[src/rtl/mem_port_arbiter_if.sv]
// mem_port_arbiter_if: fetch, load/store and memory-port signals of the memory port arbiter.
// slave is the arbiter's view; master is the view of the requesters and memory around it.
interface mem_port_arbiter_if #(
  parameter int ADDR_W = 32,
  parameter int DATA_W = 32
);
  logic              i_req_valid;
  logic [ADDR_W-1:0] i_req_addr;
  logic              i_req_ready;
  logic              i_resp_valid;
  logic [DATA_W-1:0] i_resp_data;
  logic              d_req_valid;
  logic              d_req_we;
  logic [3:0]        d_req_wmask;
  logic [ADDR_W-1:0] d_req_addr;
  logic [DATA_W-1:0] d_req_wdata;
  logic              d_req_ready;
  logic              d_resp_valid;
  logic [DATA_W-1:0] d_resp_data;
  logic              m_req_valid;
  logic              m_req_we;
  logic [3:0]        m_req_wmask;
  logic [ADDR_W-1:0] m_req_addr;
  logic [DATA_W-1:0] m_req_wdata;
  logic              m_req_ready;
  logic              m_resp_valid;
  logic [DATA_W-1:0] m_resp_data;
  logic              err_resp;
  modport slave (
    input  i_req_valid, i_req_addr, d_req_valid, d_req_we, d_req_wmask, d_req_addr, d_req_wdata,
    input  m_req_ready, m_resp_valid, m_resp_data,
    output i_req_ready, i_resp_valid, i_resp_data, d_req_ready, d_resp_valid, d_resp_data,
    output m_req_valid, m_req_we, m_req_wmask, m_req_addr, m_req_wdata, err_resp
  );
  modport master (
    output i_req_valid, i_req_addr, d_req_valid, d_req_we, d_req_wmask, d_req_addr, d_req_wdata,
    output m_req_ready, m_resp_valid, m_resp_data,
    input  i_req_ready, i_resp_valid, i_resp_data, d_req_ready, d_resp_valid, d_resp_data,
    input  m_req_valid, m_req_we, m_req_wmask, m_req_addr, m_req_wdata, err_resp
  );
endinterface

[src/rtl/mem_port_arbiter.sv]
// mem_port_arbiter: shares one memory port between fetch (I) and load/store (D), D-priority with I anti-starvation.
// Define ARB_PERF_CNT_EN to add the i_stall_cnt/d_stall_cnt stall counters.
module mem_port_arbiter #(
  parameter int ADDR_W       = 32,
  parameter int DATA_W       = 32,
  parameter int MAX_OUT      = 2,
  parameter int STARVE_LIMIT = 4
) (
  input  logic               clk,
  input  logic               rst_n,
  mem_port_arbiter_if.slave  bus
`ifdef ARB_PERF_CNT_EN
  ,
  output logic [31:0]        i_stall_cnt,
  output logic [31:0]        d_stall_cnt
`endif
);
  localparam int PW = MAX_OUT > 1 ? $clog2(MAX_OUT) : 1;
  localparam int CW = $clog2(MAX_OUT + 1);
  localparam int SW = $clog2(STARVE_LIMIT + 1);
  typedef enum logic [1:0] {ARB, HOLD_I, HOLD_D} state_t;
  state_t        state_q, state_d;
  logic [SW-1:0] starve_q, starve_d;
  logic [MAX_OUT-1:0] own_q, own_d;
  logic [PW-1:0] wr_q, wr_d, rd_q, rd_d;
  logic [CW-1:0] cnt_q, cnt_d;
  logic          err_q, err_d;
  logic          sel_i, sel_d, full, empty, accept, push, pop, head;
  always_comb begin
    full             = cnt_q == CW'(MAX_OUT);
    empty            = cnt_q == '0;
    sel_d            = state_q == HOLD_D || (state_q == ARB && bus.d_req_valid &&
                       !(starve_q == SW'(STARVE_LIMIT) && bus.i_req_valid));
    sel_i            = state_q == HOLD_I || (state_q == ARB && !sel_d && bus.i_req_valid);
    bus.m_req_valid  = rst_n && !full && (sel_d ? bus.d_req_valid : sel_i && bus.i_req_valid);
    accept           = bus.m_req_valid && bus.m_req_ready;
    bus.m_req_we     = sel_d && bus.d_req_we;
    bus.m_req_wmask  = sel_d ? bus.d_req_wmask : 4'h0;
    bus.m_req_addr   = sel_d ? bus.d_req_addr : sel_i ? bus.i_req_addr : ADDR_W'(0);
    bus.m_req_wdata  = sel_d ? bus.d_req_wdata : DATA_W'(0);
    bus.i_req_ready  = sel_i && accept;
    bus.d_req_ready  = sel_d && accept;
    push             = accept && !bus.m_req_we;
    pop              = bus.m_resp_valid && !empty;
    head             = own_q[rd_q];
    bus.i_resp_valid = rst_n && pop && !head;
    bus.d_resp_valid = rst_n && pop && head;
    bus.i_resp_data  = bus.m_resp_data;
    bus.d_resp_data  = bus.m_resp_data;
    bus.err_resp     = err_q;
    state_d          = accept ? ARB : (state_q == ARB && bus.m_req_valid) ? (sel_d ? HOLD_D : HOLD_I) : state_q;
    starve_d         = (accept && sel_d && bus.i_req_valid) ?
                       (starve_q == SW'(STARVE_LIMIT) ? starve_q : starve_q + 1'b1) :
                       ((accept && sel_i) || !bus.i_req_valid) ? '0 : starve_q;
    own_d            = own_q;
    if (push) own_d[wr_q] = sel_d;
    wr_d             = push ? (MAX_OUT == 1 ? '0 : wr_q + 1'b1) : wr_q;
    rd_d             = pop ? (MAX_OUT == 1 ? '0 : rd_q + 1'b1) : rd_q;
    cnt_d            = cnt_q + CW'(push) - CW'(pop);
    // a response with nothing outstanding is dropped and flagged until reset
    err_d            = err_q || (bus.m_resp_valid && empty);
  end
  always_ff @(posedge clk or negedge rst_n) begin
    if (!rst_n) begin
      state_q  <= ARB;
      starve_q <= '0;
      own_q    <= '0;
      wr_q     <= '0;
      rd_q     <= '0;
      cnt_q    <= '0;
      err_q    <= 1'b0;
    end else begin
      state_q  <= state_d;
      starve_q <= starve_d;
      own_q    <= own_d;
      wr_q     <= wr_d;
      rd_q     <= rd_d;
      cnt_q    <= cnt_d;
      err_q    <= err_d;
    end
  end
`ifdef ARB_PERF_CNT_EN
  logic [31:0] i_stall_q, i_stall_d, d_stall_q, d_stall_d;
  always_comb begin
    i_stall_d = i_stall_q + 32'(bus.i_req_valid && !bus.i_req_ready);
    d_stall_d = d_stall_q + 32'(bus.d_req_valid && !bus.d_req_ready);
  end
  always_ff @(posedge clk or negedge rst_n) begin
    if (!rst_n) begin
      i_stall_q <= '0;
      d_stall_q <= '0;
    end else begin
      i_stall_q <= i_stall_d;
      d_stall_q <= d_stall_d;
    end
  end
  assign i_stall_cnt = i_stall_q;
  assign d_stall_cnt = d_stall_q;
`endif
endmodule

[src/flat_wrapper.sv]
// flat-port wrapper written by rule: the top's interface ports become plain ports
module mem_port_arbiter_flat 
#(
  parameter int ADDR_W       = 32,
  parameter int DATA_W       = 32,
  parameter int MAX_OUT      = 2,
  parameter int STARVE_LIMIT = 4
)
  (clk, rst_n, bus_i_req_valid, bus_i_req_addr, bus_d_req_valid, bus_d_req_we, bus_d_req_wmask, bus_d_req_addr, bus_d_req_wdata, bus_m_req_ready, bus_m_resp_valid, bus_m_resp_data, bus_i_req_ready, bus_i_resp_valid, bus_i_resp_data, bus_d_req_ready, bus_d_resp_valid, bus_d_resp_data, bus_m_req_valid, bus_m_req_we, bus_m_req_wmask, bus_m_req_addr, bus_m_req_wdata, bus_err_resp);
  mem_port_arbiter_if #(.ADDR_W(ADDR_W), .DATA_W(DATA_W)) bus_i ();
  input  logic clk;
  input  logic rst_n;
  input wire logic [$bits(bus_i.i_req_valid)-1:0] bus_i_req_valid;
  input wire logic [$bits(bus_i.i_req_addr)-1:0] bus_i_req_addr;
  input wire logic [$bits(bus_i.d_req_valid)-1:0] bus_d_req_valid;
  input wire logic [$bits(bus_i.d_req_we)-1:0] bus_d_req_we;
  input wire logic [$bits(bus_i.d_req_wmask)-1:0] bus_d_req_wmask;
  input wire logic [$bits(bus_i.d_req_addr)-1:0] bus_d_req_addr;
  input wire logic [$bits(bus_i.d_req_wdata)-1:0] bus_d_req_wdata;
  input wire logic [$bits(bus_i.m_req_ready)-1:0] bus_m_req_ready;
  input wire logic [$bits(bus_i.m_resp_valid)-1:0] bus_m_resp_valid;
  input wire logic [$bits(bus_i.m_resp_data)-1:0] bus_m_resp_data;
  output wire logic [$bits(bus_i.i_req_ready)-1:0] bus_i_req_ready;
  output wire logic [$bits(bus_i.i_resp_valid)-1:0] bus_i_resp_valid;
  output wire logic [$bits(bus_i.i_resp_data)-1:0] bus_i_resp_data;
  output wire logic [$bits(bus_i.d_req_ready)-1:0] bus_d_req_ready;
  output wire logic [$bits(bus_i.d_resp_valid)-1:0] bus_d_resp_valid;
  output wire logic [$bits(bus_i.d_resp_data)-1:0] bus_d_resp_data;
  output wire logic [$bits(bus_i.m_req_valid)-1:0] bus_m_req_valid;
  output wire logic [$bits(bus_i.m_req_we)-1:0] bus_m_req_we;
  output wire logic [$bits(bus_i.m_req_wmask)-1:0] bus_m_req_wmask;
  output wire logic [$bits(bus_i.m_req_addr)-1:0] bus_m_req_addr;
  output wire logic [$bits(bus_i.m_req_wdata)-1:0] bus_m_req_wdata;
  output wire logic [$bits(bus_i.err_resp)-1:0] bus_err_resp;
  assign bus_i.i_req_valid = bus_i_req_valid;
  assign bus_i.i_req_addr = bus_i_req_addr;
  assign bus_i.d_req_valid = bus_d_req_valid;
  assign bus_i.d_req_we = bus_d_req_we;
  assign bus_i.d_req_wmask = bus_d_req_wmask;
  assign bus_i.d_req_addr = bus_d_req_addr;
  assign bus_i.d_req_wdata = bus_d_req_wdata;
  assign bus_i.m_req_ready = bus_m_req_ready;
  assign bus_i.m_resp_valid = bus_m_resp_valid;
  assign bus_i.m_resp_data = bus_m_resp_data;
  assign bus_i_req_ready = bus_i.i_req_ready;
  assign bus_i_resp_valid = bus_i.i_resp_valid;
  assign bus_i_resp_data = bus_i.i_resp_data;
  assign bus_d_req_ready = bus_i.d_req_ready;
  assign bus_d_resp_valid = bus_i.d_resp_valid;
  assign bus_d_resp_data = bus_i.d_resp_data;
  assign bus_m_req_valid = bus_i.m_req_valid;
  assign bus_m_req_we = bus_i.m_req_we;
  assign bus_m_req_wmask = bus_i.m_req_wmask;
  assign bus_m_req_addr = bus_i.m_req_addr;
  assign bus_m_req_wdata = bus_i.m_req_wdata;
  assign bus_err_resp = bus_i.err_resp;
  mem_port_arbiter #(.ADDR_W(ADDR_W), .DATA_W(DATA_W), .MAX_OUT(MAX_OUT), .STARVE_LIMIT(STARVE_LIMIT)) u_core (.clk(clk), .rst_n(rst_n), .bus(bus_i));
endmodule
[config.mk]
export PLATFORM = sky130hd
export DESIGN_NAME = mem_port_arbiter_flat
export DESIGN_NICKNAME = d
export VERILOG_FILES = /design/src/rtl/mem_port_arbiter_if.sv /design/src/rtl/mem_port_arbiter.sv /design/src/flat_wrapper.sv
export SDC_FILE = /design/constraint.sdc
export NUM_CORES = 1
export LEC_CHECK = 0
export CAP_MARGIN = 30
export CORE_AREA = 2 2 108 110
export CTS_CLUSTER_SIZE = 28
export DETAILED_ROUTE_END_ITERATION = 8
export DIE_AREA = 0 0 110 112
export PLACE_DENSITY = 0.63
export SLEW_MARGIN = 20
export SYNTH_ARGS = -nofsm -noshare
export SYNTH_HDL_FRONTEND = slang
export SYNTH_SLANG_ARGS = --single-unit
[constraint.sdc]
create_clock -name clk -period 2.8 [get_ports clk]
set_input_delay 0.56 -clock clk [delete_from_list [all_inputs] [get_ports clk]]
set_output_delay 0.56 -clock clk [all_outputs]
set_load 0.01 [all_outputs]
# Word-level counts from Yosys, hierarchy flattened
# Index checks and enable logic that the tools add are counted.
# totals
out_inout_bits,139
word_cells,73
memories,0
latch_bits,0
romBits,0
mem_bits_rw,0
input_bits,139
register_bits,12
# op_classes
order_cmp,3
add_sub_neg,5
shifts,0
n_reduce_logical,37
bitwise_logic,0
div_mod_pow,0
multipliers,0
n_eq_ne,5
mux,16
# op_table
operator,count
32-bit two-way mux,3
1-bit logical AND,21
3-bit two-way mux,3
1-bit logical NOT,7
2-bit two-way mux,3
2-bit equality test (second input constant),2
2-bit logical NOT,2
1-bit logical OR,4
1-bit by 2-bit < comparator with 1-bit output (second input constant),2
1-bit two-way mux,4
4-bit two-way mux,1
2-bit nonzero test,2
3-bit by 1-bit adder with 3-bit output (second input constant),1
3-bit equality test (second input constant),1
1-bit adder (second input constant),2
2-bit by 1-bit adder with 2-bit output,1
2-bit bitwise mux,1
2-bit by 1-bit equality test with 1-bit output (second input constant),1
2-bit != test (second input constant),1
2-bit AND reduction,1
2-bit by 1-bit subtractor with 2-bit output,1
1-bit demux with 1-bit select,1
1-bit >= comparator (second input constant),1

# Logic depth before layout (Yosys ltp)
# Gate-level depths: netlist of the first run.
# depth
word_depth,17
depth_mapped,7

# Worst setup path after synthesis of the first run
# No wires, ideal clock.
# synth_timing
path_kind,register to output
from,reg u_core.starve_q[0]
to,out bus_m_req_wdata[22]
setup_slack_ps,722
t_arrival_ps,1518
t_required_ps,2240
stages_incl_launch_ff,8
path_buffers,2
path_cell_list,dfrtp_1 inv_1 ha_1 and2_1 a21oi_2 buf_2 buf_2 and2_1
# synth_between
elab_chain_cells,6
# synth_lines
item,line_no,text
from (decl),mem_port_arbiter.sv:23,"logic [SW-1:0] starve_q, starve_d;"
from (signal assigned),mem_port_arbiter.sv:74,starve_q <= starve_d;
3-bit equality test,mem_port_arbiter.sv:33,!(starve_q == SW'(STARVE_LIMIT) && bus.i_req_valid));
1-bit logical AND,mem_port_arbiter.sv:33,
1-bit logical NOT,mem_port_arbiter.sv:33,
1-bit logical AND,mem_port_arbiter.sv:32,sel_d = state_q == HOLD_D || (state_q == ARB && bus.d_req_valid &&
1-bit logical OR,mem_port_arbiter.sv:32,
32-bit two-way mux,mem_port_arbiter.sv:40,bus.m_req_wdata = sel_d ? bus.d_req_wdata : DATA_W'(0);
to (decl),flat_wrapper.sv:33,output wire logic [$bits(bus_i.m_req_wdata)-1:0] bus_m_req_wdata;
# No other way between the ends.

# Worst setup path in the final report of the first run
# layout_timing
from,in bus_i_req_valid
to,out bus_m_req_addr[26]
# layout_between
elab_chain_cells,10
# layout_lines
item,line_no,text
from (decl),flat_wrapper.sv:13,input wire logic [$bits(bus_i.i_req_valid)-1:0] bus_i_req_valid;
1-bit logical AND,mem_port_arbiter.sv:33,
1-bit logical NOT,mem_port_arbiter.sv:33,
1-bit logical AND,mem_port_arbiter.sv:32,
1-bit logical OR,mem_port_arbiter.sv:32,
1-bit logical NOT,mem_port_arbiter.sv:34,sel_i = state_q == HOLD_I || (state_q == ARB && !sel_d && bus.i_req_valid);
1-bit logical AND (2 in a row),mem_port_arbiter.sv:34,
1-bit logical OR,mem_port_arbiter.sv:34,
32-bit two-way mux,mem_port_arbiter.sv:39,bus.m_req_addr = sel_d ? bus.d_req_addr : sel_i ? bus.i_req_addr : ADDR_W'(0);
32-bit two-way mux *,mem_port_arbiter.sv:39,
to (decl),flat_wrapper.sv:32,output wire logic [$bits(bus_i.m_req_addr)-1:0] bus_m_req_addr;
# Every way passes the cells marked *; elsewhere a longest branch is shown, timed or not.

==> impl_metrics.toml, run 1 <==
[synth]
synth_most_common_cell = "buf_4"
synth_edf_count = 0
synth_fp_nets = 367
yosysTopAreaCell = "buf_4"
yosysWarnings = 0
syn_avg_cell_area_um2 = 7.98
seq_area_frac_synth_pct = 16.7
synth_top_area_share_pct = 26.8
synth_seq_cells = 12
ys.flop_type = "dfrtp_1"
netlist-cell-type-count = 35
synth_async_sr_flop_share_pct = 100
syn-cell-area_um2 = 1800
synth.area.top_cells = "buf_4 (27%), dfrtp_1 (17%), a22o_1 (16%)"
syn_inst = 225
synthTopCellsByCount = "buf_4 (64), and2_1 (40), a22o_1 (33), dfrtp_1 (12), nor2_1 (9)"

[flow_run]
maxCapViolations = 0

[setup_path]
arrival_ns = 2.17
crit_type = "in2out"
cp-startpoint = "bus_i_req_valid"
timing.rr.end = "u_core.starve_q[0]"
timing.rr.start = "u_core.state_q[1]"
crit_end = "bus_m_req_addr[26]"
crit_fanout = 12
crit_path_end_kind = "output port"
path_cells = "clkdlybuf4s50_1, nor2b_1, buf_4, a21oi_4, buf_4, buf_12, a22o_1, dlygate4sd2_1"
max_stage_delay_ns = 0.47
worst_path_max_delay_cell = "clkdlybuf4s50_1"
reg2reg_slack_ns = 1.18
cp_common_cell = "buf_4"
rr_worst_depth = 5
required_ns = 2.24
critPathLaunchType = "primary input"

[power_and_ir_drop]
clkPwrFrac_pct = 11.2
pwr-share-comb_pct = 77.6
peakVddDrop_mv = 0.410
switching_power_uw = 1110
power_density_nw_per_um2 = 783
switching_share_pct = 41.6
p_seq_share_pct = 11.2
intPower_uw = 1560
p_leak_uw = 0.00157

[min_path]
hold_path_class = "reg2reg"
hold_depth = 1

[die]
ios = 278
fp.dieW_um = 110
fp-row-count = 39
core_area_um2 = 11200
start_util_pct = 16.1
dieArea_um2 = 12300
die_h_um = 112

[grt]
grt_pass1_wl_um = 11800
grt_usage_pct = 12.8
antenna_found_initial = 0
grt_max_degree = 34
grt_overflow = 0
grt_pass1_vias = 2007

[placement]
detailed_place_hpwl_um = 6930
routabilityCongestion = 0.838
io_buffers = 181
pre_cts_ws_ns = -0.303

[clock_network]
clkLatencyLatePin_ns = 0.24
cts_sinks = 12
cts_tree = "done"
htree_levels = 1
cts.path.max_buffers = 2
path_clk_slew_ns = 0.05
clockRootBuffer = "clkbuf_16"
cts_buffers = 3

[sta]
slew_headroom_pct = 76.0
worstMarginPinSlew_ns = 0.356
worst_slack_ns = 0.0672
setup_viol = 0
timing.fmax_mhz = 366
grt_setup_unrepaired = "true"
skew_ns = 0.00126
finalMaxSlewViolations = 0
final.min_clock_period_ns = 2.73
fin_crit_sh_pct = 97.6
hold_viol = 0

[route]
viasPerCell = 4.14
drt_iter0_drc = 71
wire_per_inst_um = 17.3
vias = 2055
post-route-drc-count = 0
routed_wl_um = 8560
ant_nets = 0
dr.pass1.iters = 4

[outcome]
status = "finished clean"

[layout]
fin_nets = 496
area_growth_pct = 89.8
final_util_pct = 30.5
drive_gt1_share_pct = 16.7
antenna_cells = 0
fillers = 1205
-- registers in the layout (all words and copies together), names as in the netlist --
name	flops
u_core.bus.err_resp	1
u_core.cnt_q	2
u_core.own_q	2
u_core.rd_q	1
u_core.starve_q	3
u_core.state_q	2
u_core.wr_q	1
-- power by group through the flow --
| stage | Clock (uW) | Combinational, uW | Sequential [uW] |
|---|---|---|---|
| after floorplan | 0 | 1050 | 281 |
| after global placement | 0 | 2130 | 292 |
| after detailed placement | 0 | 2150 | 298 |
| after CTS | 306 | 2150 | 298 |
| after global routing | 316 | 2220 | 308 |
| final | 299 | 2070 | 298 |
-- kinds of logic after synthesis --
logic type,share of synthesized area (%)
AND/OR/NAND/NOR,22.0
multiplexers,1.18
adder cells (fa/ha/maj),2.09
XOR/XNOR,2.44
buffers and inverters,31.1
flip-flops,16.7
AO/OA/AOI/OAI,24.5
-- stage by stage --
step	hold WS, ns	setup TNS, ns	power (uW)	std cells	instance area [um2]
after floorplan	0.264	0	1330	225	1800
after global placement	0.439	-12.78	2420	486	3380
after detailed placement	0.460	-14.05	2450	486	3380
after CTS	0.471	0	2750	496	3520
after global routing	0.488	-0.00166	2850	496	3410
final	0.466	0	2670	496	3410
-- repair_timing --
action / CTS / global route
buffers inserted: 4 / 0
hold buffers: 0 / 0
setup endpoints to repair: 70 / 53
pin swaps: 0 / 1
cloned: 2 / 0
gates resized for setup: 98 / 45
-- worst max-delay path, delay by kind of cell --
kind | cells | cell delay, ns
simple gates | 1 | 0.13
compound gates | 2 | 0.29
buf+inv | 5 | 1.19
-- how the worst min path moves through the flow --
stage,from,end,slack [ns]
global placement,u_core.bus.err_resp,u_core.bus.err_resp,0.44
global route,u_core.bus.err_resp,u_core.bus.err_resp,0.49
CTS,u_core.bus.err_resp,u_core.bus.err_resp,0.47
finish,u_core.bus.err_resp,u_core.bus.err_resp,0.47
detailed placement,u_core.bus.err_resp,u_core.bus.err_resp,0.46
floorplan,rst_n,u_core.bus.err_resp,0.26
-- area by class of cell --
type                       instances  area [um2]  area share [%]
clock buffer                       4        88.8            2.61
inverter                           6        22.5           0.661
multi-input combinational        132         961            28.2
sequential                        12         300            8.81
tap                              143         179            5.25
timing repair buffer             199        1860            54.5
-- routing by layer --
layer | global-route usage [%] | up-vias | part of all wire (%)
li1 | - | 960 | -
met1 | 15.3 | 947 | 40
met2 | 23.4 | 141 | 50
met3 | 3.51 | 7 | 9.2
met4 | 1.10 | 0 | 0.29
met5 | 0 | - | 0
-- placed cells by master, fill, tap and decap left out, types with 3 or more instances in the layout --
cell / synthesis / layout
ha_1: 3 / 3
dlygate4sd2_1: 0 / 37
and2_1: 40 / 40
clkdlybuf4s15_1: 0 / 7
o21ai_0: 4 / 4
nor2_1: 9 / 7
a22o_1: 33 / 33
clkbuf_2: 0 / 23
clkdlybuf4s50_1: 0 / 110
inv_1: 6 / 6
nand2_1: 4 / 4
nor2b_1: 6 / 5
a21oi_1: 5 / 5
buf_4: 64 / 12
buf_12: 0 / 3
dfrtp_1: 12 / 12
clkbuf_16: 0 / 3
xnor2_1: 3 / 3
buf_2: 5 / 4
Note: power is estimated with default switching activity, not from simulation.
==> run 2, diff against run 1 <==
--- a/config.mk
+++ b/config.mk
@@ -15,3 +15,4 @@
 export SYNTH_ARGS = -nofsm -noshare
 export SYNTH_HDL_FRONTEND = slang
 export SYNTH_SLANG_ARGS = --single-unit
+export TNS_END_PERCENT = 5
==> run 2 against run 1 <==
Via count about the same. Design area increased by 0.62%. Maximum frequency increased by 0.53%. Utilization increased by 0.19 points. Critical endpoint is now bus_m_req_addr[16]. Count of clock-buffer cells in the layout unchanged. Largest power group unchanged. Register-to-register slack about the same. Sequential power about the same. Worst setup slack improved by 0.014 ns. Global-route usage about the same. Critical path depth unchanged. Highest routed layer unchanged. Clock power about the same.
==> impl_metrics.toml, run 2 (same netlist as run 1, synthesis figures left out) <==
[placement]
routabilityCongestion = 0.838
detailed_place_hpwl_um = 6930
placedCellCount = 486
io_buffers = 181

[setup_path]
required_ns = 2.24
crit_fanout = 12
crit_end = "bus_m_req_addr[16]"
rr_worst_depth = 5
critPathLaunchType = "primary input"
crit_type = "in2out"
cp-startpoint = "bus_i_req_valid"
timing.rr.start = "u_core.state_q[1]"
arrival_ns = 2.16
timing.rr.end = "u_core.starve_q[0]"
crit_path_end_kind = "output port"
reg2reg_slack_ns = 1.18

[sta]
grt_setup_unrepaired = "true"
timing.fmax_mhz = 368
worstMarginPinSlew_ns = 0.356
setup_viol = 0
hold_viol = 0
final.min_clock_period_ns = 2.72
finalMaxSlewViolations = 0
fin_crit_sh_pct = 97.1
slew_headroom_pct = 76.0
skew_ns = 0.00123

[clock_network]
cts.path.max_buffers = 2
clockRootBuffer = "clkbuf_16"
clkLatencyLatePin_ns = 0.24
path_clk_slew_ns = 0.05
cts_tree = "done"
htree_levels = 1
cts_sinks = 12
cts_buffers = 3

[grt]
grt_pass1_vias = 2003
grt_usage_pct = 12.8
antenna_found_initial = 0
grt_pass1_wl_um = 11800
grt_overflow = 0
grt_max_degree = 34

[layout]
fin_cells = 495
regArea_um2 = 300
final_common_cell = "clkdlybuf4s50_1"
final_cell_mix = "clkdlybuf4s50_1 (110), and2_1 (40), a22o_1 (32)"
final_util_pct = 30.7
fillers = 1192
antenna_cells = 0
fin_nets = 495
largest_reg_flops = 3
area_growth_pct = 90.9
drive_gt1_share_pct = 16.5
multi_input_area_um2 = 967
regMostFlops = "u_core.starve_q"

[route]
post-route-drc-count = 0
wire_per_inst_um = 17.2
viasPerCell = 4.15
routed_wl_um = 8540
drt_iter0_drc = 56
ant_nets = 0
vias = 2054
dr.pass1.iters = 4

[die]
fp.dieW_um = 110
die_h_um = 112
dieArea_um2 = 12300
core_area_um2 = 11200
fp-row-count = 39
ios = 278
start_util_pct = 16.1

[power_and_ir_drop]
power_density_nw_per_um2 = 782
p_leak_uw = 0.00156
peakVddDrop_mv = 0.410

[outcome]
status = "finished clean"

[min_path]
hold_path_class = "reg2reg"

[flow_run]
maxCapViolations = 0
==> run 2: cell types whose count changed in the layout (fill, tap and decap cells not counted), moves of 6 or more <==
| cell | delta |
|---|---|
| buf_2 | +6 |
| clkbuf_2 | -7 |
| clkdlybuf4s15_1 | +10 |
| dlygate4sd2_1 | -11 |
==> run 2: layer usage <==
layer	vias to the layer above	part of all wire [%]	global-route usage [%]	routed length, um
met1	953	40	15.3	3420
met4	0	0.29	1.10	25
li1	958	-	-	-
met2	136	50	23.4	4300
met5	-	0	0	0
met3	7	9.3	3.51	795
==> run 2: area by class of cell <==
class | instances | area share (%)
timing repair buffer | 198 | 54.6
multi-input combinational | 132 | 28.2
sequential | 12 | 8.76
tap | 143 | 5.22
clock buffer | 4 | 2.59
inverter | 6 | 0.657
==> run 2: metrics by stage <==
step | power [uW] | hold WS (ns) | setup slack, ns | TNS [ns] | instance area (um2)
floorplan | 1330 | 0.264 | 0.722 | 0 | 1800
global placement | 2420 | 0.439 | -0.291 | -12.78 | 3380
detailed placement | 2450 | 0.460 | -0.303 | -14.05 | 3380
CTS | 2720 | 0.471 | -0.206 | -0.206 | 3480
global route | 2860 | 0.488 | -0.0381 | -0.0792 | 3430
finish | 2680 | 0.466 | 0.0815 | 0 | 3430
==> run 2: critical path, cell delays in order <==
cell and delay (ns):
clkdlybuf4s50_1 0.47, nor2b_1 0.13, buf_4 0.14, a21oi_4 0.06, buf_4 0.16, buf_12 0.14, a22o_4 0.27, clkdlybuf4s15_2 0.23
==> run 2: timing repair <==
item / in CTS / in global routing
pin swaps: 1 / 0
endpoints found under the setup margin: 70 / 42
hold buffers: 0 / 0
gates resized for setup: 111 / 48
endpoints found under the hold margin: 0 / 0
setup buffers: 3 / 0
gates cloned: 2 / 0
==> run 2: report_power, final <==
part           total, uW  internal, uW  switching (uW)
clock network        299           216            83.0
registers            298           230            67.6
logic               2080          1130             956
==> run 2: how the worst min path moves through the flow <==
stage / slack [ns] / cells past startpoint / start / end
global placement: 0.44 / 1 / u_core.bus.err_resp / u_core.bus.err_resp
detailed placement: 0.46 / 1 / u_core.bus.err_resp / u_core.bus.err_resp
CTS: 0.47 / 1 / u_core.bus.err_resp / u_core.bus.err_resp
finish: 0.47 / 1 / u_core.bus.err_resp / u_core.bus.err_resp
floorplan: 0.26 / 0 / rst_n / u_core.bus.err_resp
global route: 0.49 / 1 / u_core.bus.err_resp / u_core.bus.err_resp
==> run 3, diff against run 2 <==
--- a/config.mk
+++ b/config.mk
@@ -11,6 +11,8 @@
 export DETAILED_ROUTE_END_ITERATION = 8
 export DIE_AREA = 0 0 110 112
 export PLACE_DENSITY = 0.63
+export RECOVER_POWER = 25
+export SKIP_CTS_REPAIR_TIMING = 1
 export SLEW_MARGIN = 20
 export SYNTH_ARGS = -nofsm -noshare
 export SYNTH_HDL_FRONTEND = slang
==> run 3 against run 2 <==
The run now ends with setup timing left. Worst hold slack got worse by 0.00079 ns. Count of clock-buffer cells in the layout unchanged. Clock power hardly changed. Critical path type unchanged. Critical endpoint is now bus_m_req_wdata[17].
==> impl_metrics.toml, run 3 (same netlist as run 1, synthesis figures left out) <==
[sta]
fin_crit_sh_pct = 107
setup_viol = 1
final.min_clock_period_ns = 2.98
worstMarginPinSlew_ns = 0.359
slew_headroom_pct = 75.8
skew_ns = 0.000561
hold_viol = 0
timing.fmax_mhz = 335
worst_slack_ns = -0.185
grt_setup_unrepaired = "true"
finalMaxSlewViolations = 0

[clock_network]
cts_tree = "done"
htree_levels = 1
clkLatencyLatePin_ns = 0.24
cts_sinks = 12
cts_buffers = 3
path_clk_slew_ns = 0.05
clockRootBuffer = "clkbuf_16"
cts.path.max_buffers = 2

[grt]
grt_max_degree = 48
grt_overflow = 0
grt_pass1_vias = 1975
grt_pass1_wl_um = 11400
antenna_found_initial = 0
grt_usage_pct = 12.2

[setup_path]
rr_worst_depth = 5
cp-startpoint = "bus_i_req_valid"
crit_fanout = 22
required_ns = 2.24
arrival_ns = 2.42
crit_type = "in2out"
timing.rr.end = "u_core.starve_q[0]"
crit_path_end_kind = "output port"
timing.rr.start = "u_core.state_q[1]"
reg2reg_slack_ns = 1.18
critPathLaunchType = "primary input"
crit_end = "bus_m_req_wdata[17]"

[min_path]
hold_path_class = "reg2reg"
hold_path_startpoint = "u_core.bus.err_resp"

[layout]
fillers = 1151
fin_cells = 493
largest_reg_flops = 3
fin_nets = 493
area_growth_pct = 108
final_common_cell = "clkdlybuf4s50_1"
design_area_um2 = 3730
drive_gt1_share_pct = 8.00
regMostFlops = "u_core.starve_q"
final_cell_mix = "clkdlybuf4s50_1 (109), dlymetal6s2s_1 (70), and2_1 (40)"
antenna_cells = 0

[power_and_ir_drop]
p_seq_share_pct = 10.7
pwr-share-comb_pct = 78.7
switching_power_uw = 1110
intPower_uw = 1700
peakVddDrop_mv = 0.407
p_leak_uw = 0.00232
total_power_uw = 2810
clkPwrFrac_pct = 10.7
power_density_nw_per_um2 = 752
switching_share_pct = 39.5

[route]
wire_per_inst_um = 17.8
vias = 2060
dr.pass1.iters = 4
post-route-drc-count = 0
drt_iter0_drc = 78
routed_wl_um = 8770
viasPerCell = 4.18
ant_nets = 0

[flow_run]
maxCapViolations = 0

[placement]
detailed_place_hpwl_um = 6930
io_buffers = 181
pre_cts_ws_ns = -0.303
routabilityCongestion = 0.838
placedCellCount = 486
place_area_um2 = 3380

[outcome]
violations = "setup timing"
status = "finished, violations left"

[die]
fp-row-count = 39
start_util_pct = 16.1
dieArea_um2 = 12300
fp.dieW_um = 110
core_area_um2 = 11200
die_h_um = 112
ios = 278
run 3: changes by cell type in the layout (fill, tap and decap cells not counted), moves of 3 or more:
cell	previous run	this run
dlymetal6s2s_1	1	70
dlygate4sd2_1	26	0
clkdlybuf4s15_1	17	0
clkbuf_2	16	0
buf_2	10	0
buf_4	11	8
run 3: layer usage:
metal  part of all wire [%]  vias up  track usage [%]  wire (um)
met5                      0        -                0          0
met4                   0.29        0             1.10         25
met3                    9.4        7             3.51        826
met2                     51      135             22.4       4480
met1                     39      965             14.2       3430
li1                       -      953                -          -
run 3: through the flow:
stage | util (%) | setup TNS, ns | hold WS (ns)
6_report | 33.4 | -0.185 | 0.465
5_1_grt | 33.4 | -0.402 | 0.488
4_1_cts | 31.0 | -15.81 | 0.471
3_5_place_dp | 30.2 | -14.05 | 0.460
3_3_place_gp | 30.2 | -12.78 | 0.439
2_1_floorplan | - | 0 | 0.264
run 3: layout make-up:
class                           instances  area (um2)  share of cell area [%]
Timing Repair Buffer                  196        2180                    58.5
Multi-Input combinational cell        132         958                    25.7
Sequential cell                        12         300                    8.05
Tap cell                              143         179                    4.80
Clock buffer                            4        88.8                    2.38
Inverter                                6        22.5                   0.604
run 3: worst min path at each step:
stage	slack [ns]	end	depth (start not counted)
floorplan	0.26	u_core.bus.err_resp	0
global placement	0.44	u_core.bus.err_resp	1
detailed placement	0.46	u_core.bus.err_resp	1
finish	0.46	u_core.bus.err_resp	1
global route	0.49	u_core.bus.err_resp	1
CTS	0.47	u_core.bus.err_resp	1
run 3: worst max-delay path, stage by stage:
cell	delay [ns]
clkdlybuf4s50_1	0.41
nor2b_1	0.13
buf_4	0.15
a21oi_4	0.17
buf_12	0.14
buf_8	0.14
and2_1	0.16
clkdlybuf4s50_1	0.55
run 3: power by group through the flow:
stage          Clock (uW)  Sequential, uW  Combinational [uW]
4_1_cts               306             297                2160
3_5_place_dp            0             298                2150
6_report              299             299                2210
2_1_floorplan           0             281                1050
3_3_place_gp            0             292                2130
5_1_grt               316             308                2360
